--- src/rtl/sim_ctrl_pkg.sv ---
// Shared types and constants for the simulation-control block and its bench.
// status_t is the externally visible end-of-test code; state_t is the internal FSM.
package sim_ctrl_pkg;

  typedef enum logic [2:0] {
    ST_IDLE    = 3'd0,
    ST_RUN     = 3'd1,
    ST_PASS    = 3'd2,
    ST_FAIL    = 3'd3,
    ST_HALT    = 3'd4,
    ST_TIMEOUT = 3'd5
  } status_t;

  typedef enum logic [1:0] {
    S_HOLD = 2'd0,
    S_RUN  = 2'd1,
    S_DONE = 2'd2
  } state_t;

  localparam int unsigned TOHOST_PASS_VALUE = 1;

endpackage

--- src/rtl/sim_ctrl_if.sv ---
// Bundle between the harness (core side) and sim_ctrl.
// i_dm_wen is a one-cycle valid qualifying i_dm_addr/i_dm_wdata; there is no ready, the write is always observed.
interface sim_ctrl_if #(
  parameter int XLEN  = 32,
  parameter int CNT_W = 32
);
  import sim_ctrl_pkg::*;

  logic [XLEN-1:0]  i_pc;
  logic [XLEN-1:0]  i_dm_addr;
  logic [XLEN-1:0]  i_dm_wdata;
  logic             i_dm_wen;

  logic             o_core_rstn;
  logic             o_done;
  logic             o_pass;
  status_t          o_status;
  logic [XLEN-1:0]  o_exit_code;
  logic [CNT_W-1:0] o_cycle_count;
  state_t           dbg_state;

  modport master (
    output i_pc, i_dm_addr, i_dm_wdata, i_dm_wen,
    input  o_core_rstn, o_done, o_pass, o_status, o_exit_code, o_cycle_count, dbg_state
  );

  modport slave (
    input  i_pc, i_dm_addr, i_dm_wdata, i_dm_wen,
    output o_core_rstn, o_done, o_pass, o_status, o_exit_code, o_cycle_count, dbg_state
  );

endinterface

--- src/rtl/sim_ctrl_rst_stretch.sv ---
// Core reset stretcher: asserts asynchronously with rst_n, releases synchronously
// RST_CYCLES edges after rst_n deasserts.
module sim_ctrl_rst_stretch #(
  parameter int RST_CYCLES = 4
) (
  input  logic clk,
  input  logic rst_n,
  output logic core_rstn,
  output logic release_now
);

  localparam int CW = (RST_CYCLES > 1) ? $clog2(RST_CYCLES) : 1;

  logic [CW-1:0] rst_cnt;

  // High on the edge that lifts core_rstn; the FSM enters RUN on the same edge.
  assign release_now = !core_rstn && (rst_cnt == CW'(RST_CYCLES - 1));

  always_ff @(posedge clk or negedge rst_n) begin
    if (!rst_n) begin
      rst_cnt   <= '0;
      core_rstn <= 1'b0;
    end else if (!core_rstn) begin
      if (release_now) begin
        core_rstn <= 1'b1;
      end else begin
        rst_cnt <= rst_cnt + 1'b1;
      end
    end
  end

endmodule

--- src/rtl/sim_ctrl.sv ---
// Simulation controller: stretched core reset, PC/tohost monitoring, cycle counting
// and a sticky end-of-test verdict (pass, fail+exit code, halt, timeout).
module sim_ctrl
  import sim_ctrl_pkg::*;
#(
  parameter int              XLEN        = 32,
  parameter int              CNT_W       = 32,
  parameter int              RST_CYCLES  = 4,
  parameter int              STALL_LIMIT = 16,
  parameter int              TIMEOUT     = 100000,
  parameter logic [XLEN-1:0] TOHOST_ADDR = XLEN'('h0000_1000)
) (
  input  logic       i_clk,
  input  logic       i_rstn,
  sim_ctrl_if.slave  bus
);

  localparam int SW = (STALL_LIMIT > 2) ? $clog2(STALL_LIMIT) : 1;

  state_t           state_q, state_d;
  status_t          status_q, status_d;
  logic             done_q, done_d;
  logic             pass_q, pass_d;
  logic [XLEN-1:0]  exit_q, exit_d;
  logic [CNT_W-1:0] cyc_q, cyc_d;
  logic [XLEN-1:0]  pc_q, pc_d;
  logic [SW-1:0]    stall_q, stall_d;
  logic             first_q, first_d;

  logic core_rstn;
  logic release_now;
  logic ev_tohost;
  logic ev_halt;
  logic ev_timeout;
  logic pc_same;

  sim_ctrl_rst_stretch #(
    .RST_CYCLES (RST_CYCLES)
  ) u_rst_stretch (
    .clk         (i_clk),
    .rst_n       (i_rstn),
    .core_rstn   (core_rstn),
    .release_now (release_now)
  );

  always_ff @(posedge i_clk or negedge i_rstn) begin
    if (!i_rstn) begin
      state_q  <= S_HOLD;
      status_q <= ST_IDLE;
      done_q   <= 1'b0;
      pass_q   <= 1'b0;
      exit_q   <= '0;
      cyc_q    <= '0;
      pc_q     <= '0;
      stall_q  <= '0;
      first_q  <= 1'b0;
    end else begin
      state_q  <= state_d;
      status_q <= status_d;
      done_q   <= done_d;
      pass_q   <= pass_d;
      exit_q   <= exit_d;
      cyc_q    <= cyc_d;
      pc_q     <= pc_d;
      stall_q  <= stall_d;
      first_q  <= first_d;
    end
  end

  always_comb begin
    state_d    = state_q;
    status_d   = status_q;
    done_d     = done_q;
    pass_d     = pass_q;
    exit_d     = exit_q;
    cyc_d      = cyc_q;
    pc_d       = pc_q;
    stall_d    = stall_q;
    first_d    = first_q;
    pc_same    = (bus.i_pc == pc_q);
    ev_tohost  = 1'b0;
    ev_halt    = 1'b0;
    ev_timeout = 1'b0;

    case (state_q)
      S_HOLD: begin
        if (release_now) begin
          state_d  = S_RUN;
          status_d = ST_RUN;
          first_d  = 1'b1;
        end
      end

      S_RUN: begin
        cyc_d   = cyc_q + 1'b1;
        pc_d    = bus.i_pc;
        first_d = 1'b0;
        // pc_q holds nothing meaningful on the first RUN cycle, so it never counts as a repeat.
        stall_d = (first_q || !pc_same) ? '0 : stall_q + 1'b1;

        ev_tohost  = bus.i_dm_wen && (bus.i_dm_addr == TOHOST_ADDR);
        ev_halt    = !first_q && pc_same && (stall_q == SW'(STALL_LIMIT - 2));
        ev_timeout = (cyc_q == CNT_W'(TIMEOUT - 1));

        if (ev_tohost) begin
          state_d = S_DONE;
          done_d  = 1'b1;
          if (bus.i_dm_wdata == XLEN'(TOHOST_PASS_VALUE)) begin
            status_d = ST_PASS;
            pass_d   = 1'b1;
          end else begin
            status_d = ST_FAIL;
            exit_d   = bus.i_dm_wdata >> 1;
          end
        end else if (ev_halt) begin
          state_d  = S_DONE;
          done_d   = 1'b1;
          status_d = ST_HALT;
        end else if (ev_timeout) begin
          state_d  = S_DONE;
          done_d   = 1'b1;
          status_d = ST_TIMEOUT;
        end
      end

      S_DONE: begin
        // Absorbing: only i_rstn leaves.
      end

      default: begin
        state_d = S_HOLD;
      end
    endcase
  end

  assign bus.o_core_rstn   = core_rstn;
  assign bus.o_done        = done_q;
  assign bus.o_pass        = pass_q;
  assign bus.o_status      = status_q;
  assign bus.o_exit_code   = exit_q;
  assign bus.o_cycle_count = cyc_q;
  assign bus.dbg_state     = state_q;

endmodule

--- src/flat_wrapper.sv ---
// flat-port wrapper written by rule: the top's interface ports become plain ports
module sim_ctrl_flat import sim_ctrl_pkg::*;
#(
  parameter int              XLEN        = 32,
  parameter int              CNT_W       = 32,
  parameter int              RST_CYCLES  = 4,
  parameter int              STALL_LIMIT = 16,
  parameter int              TIMEOUT     = 100000,
  parameter logic [XLEN-1:0] TOHOST_ADDR = XLEN'('h0000_1000)
)
  (i_clk, i_rstn, bus_i_pc, bus_i_dm_addr, bus_i_dm_wdata, bus_i_dm_wen, bus_o_core_rstn, bus_o_done, bus_o_pass, bus_o_status, bus_o_exit_code, bus_o_cycle_count, bus_dbg_state);
  sim_ctrl_if #(.XLEN(XLEN), .CNT_W(CNT_W)) bus_i ();
  input  logic i_clk;
  input  logic i_rstn;
  input wire logic [$bits(bus_i.i_pc)-1:0] bus_i_pc;
  input wire logic [$bits(bus_i.i_dm_addr)-1:0] bus_i_dm_addr;
  input wire logic [$bits(bus_i.i_dm_wdata)-1:0] bus_i_dm_wdata;
  input wire logic [$bits(bus_i.i_dm_wen)-1:0] bus_i_dm_wen;
  output wire logic [$bits(bus_i.o_core_rstn)-1:0] bus_o_core_rstn;
  output wire logic [$bits(bus_i.o_done)-1:0] bus_o_done;
  output wire logic [$bits(bus_i.o_pass)-1:0] bus_o_pass;
  output wire logic [$bits(bus_i.o_status)-1:0] bus_o_status;
  output wire logic [$bits(bus_i.o_exit_code)-1:0] bus_o_exit_code;
  output wire logic [$bits(bus_i.o_cycle_count)-1:0] bus_o_cycle_count;
  output wire logic [$bits(bus_i.dbg_state)-1:0] bus_dbg_state;
  assign bus_i.i_pc = bus_i_pc;
  assign bus_i.i_dm_addr = bus_i_dm_addr;
  assign bus_i.i_dm_wdata = bus_i_dm_wdata;
  assign bus_i.i_dm_wen = bus_i_dm_wen;
  assign bus_o_core_rstn = bus_i.o_core_rstn;
  assign bus_o_done = bus_i.o_done;
  assign bus_o_pass = bus_i.o_pass;
  assign bus_o_status = bus_i.o_status;
  assign bus_o_exit_code = bus_i.o_exit_code;
  assign bus_o_cycle_count = bus_i.o_cycle_count;
  assign bus_dbg_state = bus_i.dbg_state;
  sim_ctrl #(.XLEN(XLEN), .CNT_W(CNT_W), .RST_CYCLES(RST_CYCLES), .STALL_LIMIT(STALL_LIMIT), .TIMEOUT(TIMEOUT), .TOHOST_ADDR(TOHOST_ADDR)) u_core (.i_clk(i_clk), .i_rstn(i_rstn), .bus(bus_i));
endmodule
--- config.mk ---
export PLATFORM = sky130hd
export DESIGN_NAME = sim_ctrl_flat
export DESIGN_NICKNAME = d
export VERILOG_FILES = /design/src/rtl/sim_ctrl_pkg.sv /design/src/rtl/sim_ctrl_if.sv /design/src/rtl/sim_ctrl_rst_stretch.sv /design/src/rtl/sim_ctrl.sv /design/src/flat_wrapper.sv
export SDC_FILE = /design/constraint.sdc
export NUM_CORES = 1
export LEC_CHECK = 0
export CAP_MARGIN = 20
export CORE_ASPECT_RATIO = 1.2
export CORE_MARGIN = 2
export CORE_UTILIZATION = 35
export DETAILED_ROUTE_END_ITERATION = 6
export SKIP_LAST_GASP = 1
export SYNTH_ARGS = -nofsm -noshare
export SYNTH_HDL_FRONTEND = slang
export SYNTH_HIERARCHICAL = 1
export SYNTH_SLANG_ARGS = --single-unit
--- constraint.sdc ---
create_clock -name i_clk -period 2.9 [get_ports i_clk]
set_input_delay 0.29 -clock i_clk [delete_from_list [all_inputs] [get_ports i_clk]]
set_output_delay 0.29 -clock i_clk [all_outputs]
set_load 0.02 [all_outputs]
==> impl_metrics.json, run 1 <==
{
  "max_freq_mhz": 431,
  "power.internal_mw": 2.50,
  "final_max_slew_viol_count": 0,
  "period_minus_slack_ns": 2.32,
  "synth_top_area_share_pct": 53.5,
  "synth.most_common_cell": "nand2_1",
  "worstMarginPinSlew_ns": 0.699,
  "grt_pass1_wl_um": 20700,
  "cp.depth": 8,
  "power_leakage_nw": 3.17,
  "pwr-share-clk_pct": 42.0,
  "crit_fanout": 24,
  "yosys_warnings": 6,
  "clock_sinks": 110,
  "power_density_nw_per_um2": 427,
  "p_comb_share_pct": 8.2,
  "drv_cap": 0,
  "drt-initial-drc-count": 189,
  "fill_cells": 1313,
  "fin_skew_ns": 0.00968,
  "hold_viol": 0,
  "synth-edff-count": 0,
  "crit_type": "in2reg",
  "start_util_pct": 35.7,
  "synth.area.top_cells": "dfrtp_1 (53%), xnor2_1 (9.2%), nand2_1 (9.1%)",
  "max_stage_delay_ns": 0.41,
  "clk_path_buf_depth": 2,
  "routed_wl_um": 12800,
  "rsz0062_at_grt": "false",
  "dp_hpwl_um": 9780,
  "synth_seq_cells": 110,
  "reg2reg_to": "u_core/bus.o_cycle_count[13]",
  "clkTransAtPathRegs_ns": 0.07,
  "swShare_pct": 20.8,
  "clkLatencyLatePin_ns": 0.35,
  "endpoint": "u_core/bus.o_exit_code[5]",
  "r2r_slack_ns": 0.73,
  "antenna_found_initial": 0,
  "post_route_cells_drive_above_1_share_pct": 9.83,
  "synth_common_cells": "nand2_1 (125), dfrtp_1 (110), xnor2_1 (54)",
  "reg2reg_from": "u_core/bus.dbg_state[0]",
  "vdd_ir_drop_max_mv": 0.234,
  "syn_nets": 574,
  "final_nets": 750,
  "postRouteAntennaNets": 0,
  "path_cells": "clkdlybuf4s50_1 > nor4_2 > nand4_1 > nor4_2 > nand2_1 > nor2_4 > buf_12 > mux2_4",
  "synthesis.area_um2": 5150,
  "multiInputGateArea_um2": 2310,
  "synth-async-reset-ratio_pct": 100,
  "pin_count": 171,
  "cp.required_ns": 3.13,
  "drtPass1Iterations": 4,
  "portBuffers": 169,
  "cpMostUsedCell": "nor4_2",
  "h-tree-depth": 3,
  "grt.overflow.total": 0,
  "wl_per_cell_um": 15.5,
  "start_kind": "primary input",
  "syn_avg_cell_area_um2": 10.9,
  "dp_slack_ns": 0.242,
  "synthCells": 471,
  "grt_max_degree": 50,
  "path_buf_inv": 2,
  "cp_top_family": "simple AND/OR/NAND/NOR gates",
  "postCtsSetupRepairBufs": 0,
  "areaGrowthSynthToFinish_pct": 43.5,
  "instances_no_fill": 826,
  "min_path_type": "in2async",
  "dp_cells": 810,
  "grt_pass1_vias": 4073,
  "vias_per_cell": 4.83,
  "slowest_stage": "clkdlybuf4s50_1",
  "grt_usage_pct": 16.9,
  "die_h_um": 137,
  "synth_ff_type": "dfrtp_1",
  "post-route-util_pct": 51.2,
  "vias": 3992,
  "synth_cell_types": 40,
  "setup_violations": 0,
  "core-area_um2": 14400,
  "crit_path_end_kind": "flip-flop",
  "register_area_um2": 2750,
  "root_buffer": "clkbuf_16",
  "p_seq_share_pct": 49.9,
  "finalCritPeriodShare_pct": 80.0,
  "insertedDiodeCount": 0,
  "dieWidth_um": 115,
  "gp_congestion": 0.773,
  "cts_tree": "done",
  "arrival_ns": 2.55,
  "setup-tns-final_ns": 0,
  "dieArea_um2": 15700,
  "ys_seq_area_share_pct": 53.5,
  "p_switching_uw": 657,
  "drc_errors": 0,
  "rr_worst_depth": 6,
  "row_count": 48,
  "cts_buffers": 9,
  "crit_path_start": "bus_i_dm_addr[16]",
  "yosysTopAreaCell": "dfrtp_1",
  "setup_ws_ns": 0.580,
  "outcome": "finished, final reports clean",
  "slew_headroom_pct": 53.0
}
cell type report:
cell class,count,area share [%]
multi-input combinational,343,31.3
tap,175,2.96
sequential,110,37.3
clock buffer,12,3.34
inverter,5,0.254
clock inverter,3,0.932
timing repair buffer,178,24.0
metal layers:
metal | wire length, µm | GRT usage (%) | vias to the layer above | part of all wire (%)
li1 | - | - | 1947 | -
met1 | 5500 | 21.4 | 1912 | 43
met2 | 6310 | 27.6 | 109 | 49
met3 | 688 | 3.94 | 24 | 5.4
met4 | 333 | 7.23 | 0 | 2.6
met5 | 0 | 0 | - | 0
power groups by stage:
stage / sequential (mW) / clock, mW / combinational, mW
after global routing: 1.57 / 1.41 / 0.283
final: 1.57 / 1.32 / 0.258
after detailed placement: 1.60 / 0 / 0.261
after floorplan: 1.60 / 0 / 0.0665
after CTS: 1.57 / 1.36 / 0.263
after global placement: 1.60 / 0 / 0.257
metrics by stage:
| step | hold WS [ns] | total power [mW] | area (µm²) |
|---|---|---|---|
| 2_1_floorplan | -0.00559 | 1.67 | 5150 |
| 3_3_place_gp | 0.178 | 1.86 | 7060 |
| 3_5_place_dp | 0.180 | 1.86 | 7060 |
| 4_1_cts | 0.337 | 3.19 | 7390 |
| 5_1_grt | 0.369 | 3.27 | 7390 |
| 6_report | 0.341 | 3.15 | 7390 |
worst register-to-register path: stages, from the launching register on:
cell and delay [ns]:
dfrtp_1 0.50, nor2b_2 0.38, nand4_1 0.26, nor2_1 0.38, and2_1 0.28, nand3_1 0.12
xnor2_1 0.14
what timing repair did:
| item | in CTS | in global routing |
|---|---|---|
| hold endpoints to repair | 17 | 0 |
| hold buffers | 1 | 0 |
| resized for setup | 0 | 0 |
| endpoints found under the setup margin | 0 | 0 |
registers in the layout, indices dropped and copies added (netlist names):
register                        cells
u_core/bus.dbg_state                2
u_core/bus.o_cycle_count           32
u_core/bus.o_done                   1
u_core/bus.o_exit_code             31
u_core/bus.o_pass                   1
u_core/bus.o_status                 3
u_core/first_q                      1
u_core/pc_q                        32
u_core/stall_q                      4
u_core/u_rst_stretch/core_rstn      1
u_core/u_rst_stretch/rst_cnt        2
worst min path at each step:
stage | from | to | cells past startpoint
2_1_floorplan | i_rstn | u_core/bus.dbg_state[0] | 0
3_3_place_gp | i_rstn | u_core/pc_q[13] | 1
3_5_place_dp | i_rstn | u_core/pc_q[23] | 1
4_1_cts | i_rstn | u_core/pc_q[23] | 2
5_1_grt | i_rstn | u_core/pc_q[13] | 2
6_report | i_rstn | u_core/pc_q[23] | 2
placed cells by master (no fill, tap or decap), types with 2 or more instances in the layout:
cell type	netlist	routed
mux2_4	31	31
nand3_1	11	11
inv_1	5	5
nor2_1	12	12
clkdlybuf4s50_1	0	168
clkbuf_16	0	9
ha_1	4	4
clkbuf_1	7	2
nor4b_1	3	3
nand2_1	125	125
and4_1	3	3
a21oi_1	6	6
buf_4	1	8
xnor2_1	54	54
nor4_1	18	18
nand2b_1	4	4
dfrtp_1	110	110
nor4_2	6	6
bufinv_16	0	2
and3_1	6	6
nand4_1	20	20
and2_1	3	3
xor2_1	10	10
o21ai_0	5	5
nor3_1	3	3
a21o_1	2	2
or3_1	2	2
cells by family (layout without fill, tap and decap cells):
logic type | Yosys count | count (layout) | synth area share [%]
and+or+nand+nor | 224 | 224 | 21.4
other | 1 | 1 | 0.0728
DFF | 110 | 110 | 53.5
adders and majority gates | 4 | 4 | 0.972
muxes | 32 | 32 | 9.26
buffers and inverters | 18 | 198 | 1.85
AOI/OAI and AO/OA | 18 | 18 | 2.14
xor gates and xnor gates | 64 | 64 | 10.9
Note: power is estimated with default switching activity, not from simulation.
==> run 2, diff against run 1 <==
clock period = 2.41 ns   (was 2.9 ns; I/O delays follow)
==> run 2 against run 1 <==
Against the previous run:
- via count is 1.6% higher
- core utilization is 0.54 points higher
- worst hold slack better by 0.062 ns
- combinational power is 22% higher
- wire length is 2.6% higher
- setup slack worse by 0.22 ns
- sequential share of layout area is 0.39 points lower
- critical path depth is 2 lower
- clock power is 23% higher
- first-iteration DRC count is 46% lower
- global-route usage is 0.57 points higher
- sequential power is 20% higher
- largest power group unchanged
- highest routed layer unchanged
==> impl_metrics.json, run 2 (synthesis results as in run 1) <==
{
  "rsz0062_at_grt": "false",
  "cts_buffers": 9,
  "post-route-util_pct": 51.8,
  "portBuffers": 169,
  "period_minus_slack_ns": 2.05,
  "finalCritPeriodShare_pct": 85.0,
  "p_comb_share_pct": 8.2,
  "clock_sinks": 110,
  "slew_headroom_pct": 64.7,
  "instances_no_fill": 833,
  "p_switching_uw": 846,
  "grt_pass1_vias": 4193,
  "vias_per_cell": 4.87,
  "h-tree-depth": 3,
  "core-area_um2": 14400,
  "cp.required_ns": 2.66,
  "setup_violations": 0,
  "grt_pass1_wl_um": 21500,
  "final_cell_area_um2": 7460,
  "gp_congestion": 0.813,
  "routed_wl_um": 13200,
  "grt.overflow.total": 0,
  "insertedDiodeCount": 0,
  "dp_cells": 816,
  "crit_type": "reg2reg",
  "placed_area_um2": 7130,
  "grt_usage_pct": 17.4,
  "vdd_ir_drop_max_mv": 0.394,
  "layout_common_cells": "clkdlybuf4s50_1 (168), nand2_1 (125), dfrtp_1 (110)",
  "max_freq_mhz": 488,
  "dieWidth_um": 115,
  "power.internal_mw": 2.98,
  "start_kind": "flip-flop",
  "dp_hpwl_um": 10000,
  "arrival_ns": 2.29,
  "power_density_nw_per_um2": 513,
  "drv_cap": 0,
  "crit_fanout": 6,
  "hold_viol": 0,
  "drc_errors": 0,
  "postRouteAntennaNets": 0,
  "worstMarginPinSlew_ns": 0.529,
  "die_h_um": 137,
  "crit_path_end_kind": "flip-flop",
  "p_total_mw": 3.83,
  "vias": 4055,
  "outcome": "finished, final reports clean",
  "swShare_pct": 22.1,
  "pin_count": 171,
  "row_count": 48,
  "dieArea_um2": 15700,
  "drt-initial-drc-count": 102,
  "power_leakage_nw": 3.21,
  "final_max_slew_viol_count": 0,
  "clkTransAtPathRegs_ns": 0.07,
  "p_seq_share_pct": 49.4,
  "clkLatencyLatePin_ns": 0.36,
  "antenna_found_initial": 0,
  "final_common_cell": "clkdlybuf4s50_1",
  "root_buffer": "clkbuf_16",
  "areaGrowthSynthToFinish_pct": 45.0,
  "drtPass1Iterations": 4,
  "wl_per_cell_um": 15.8,
  "postCtsSetupRepairBufs": 0,
  "final_nets": 756,
  "grt_max_degree": 48,
  "fin_skew_ns": 0.00547,
  "pwr-share-clk_pct": 42.4,
  "post_route_cells_drive_above_1_share_pct": 11.1,
  "start_util_pct": 35.7,
  "post_cts_resized": 0,
  "min_path_type": "in2async",
  "clk_path_buf_depth": 2,
  "cts_tree": "done"
}
==> run 2: changes by cell type in the layout (fill, tap and decap cells not counted) <==
cell	change
clkinvlp_4	+1
clkbuf_8	-1
buf_12	+2
inv_8	+1
clkbuf_1	-2
clkinv_2	+2
buf_4	+4
==> run 2: per-stage QoR <==
step                hold WS, ns  TNS (ns)  worst slack, ns
floorplan               -0.0546         0            0.513
global placement          0.264         0           0.0304
detailed placement        0.264    -0.207          -0.0163
CTS                       0.416         0            0.267
global route              0.461         0            0.149
finish                    0.403         0            0.362
==> run 2: worst max-delay path: stages, from the launching register on <==
cell	delay (ns)
dfrtp_1	0.44
nor4_1	0.38
nand4_1	0.21
nor4_1	0.38
buf_4	0.21
nor2_1	0.08
o31a_1	0.24
==> run 2: layout make-up <==
cell class                      count  area [µm²]
Tap cell                          175         219
Multi-Input combinational cell    343        2310
Fill cell                        1349        6950
Inverter                            5        18.8
Sequential cell                   110        2750
Clock inverter                      7        97.6
Clock buffer                        9         225
Timing Repair Buffer              184        1840
==> run 2: power groups by stage <==
stage	logic, mW	clock network (mW)	registers (mW)
finish	0.315	1.62	1.89
global route	0.347	1.74	1.89
CTS	0.321	1.67	1.89
detailed placement	0.319	0	1.93
global placement	0.313	0	1.93
floorplan	0.0800	0	1.92
==> run 2: layer usage <==
layer	vias to the layer above	routed length (µm)	GRT usage (%)
met3	16	723	4.21
met4	0	215	6.43
met2	114	6830	30.1
met5	-	0	0
met1	1965	5400	21.1
li1	1960	-	-
==> run 2: final timing paths <==
kind | startpoint | endpoint | slack, ns | depth (start not counted)
max in group asynchronous | i_rstn | u_core/bus.o_exit_code[6] | 1.28 | 3
min in group i_clk | bus_i_pc[8] | u_core/pc_q[8] | 0.47 | 3
worst max-delay path | u_core/bus.o_cycle_count[19] | u_core/bus.o_status[1] | 0.36 | 6
worst max register to register | u_core/bus.o_cycle_count[19] | u_core/bus.o_status[1] | 0.36 | 6
worst min-delay path | i_rstn | u_core/pc_q[7] | 0.40 | 2
worst min register to register | u_core/bus.o_pass | u_core/bus.o_pass | 0.48 | 1
==> run 2: what timing repair did <==
item                                   4_1_cts  5_1_grt
endpoints found under the hold margin       39        0
hold buffers                                 1        0
setup endpoints to repair                    0        0
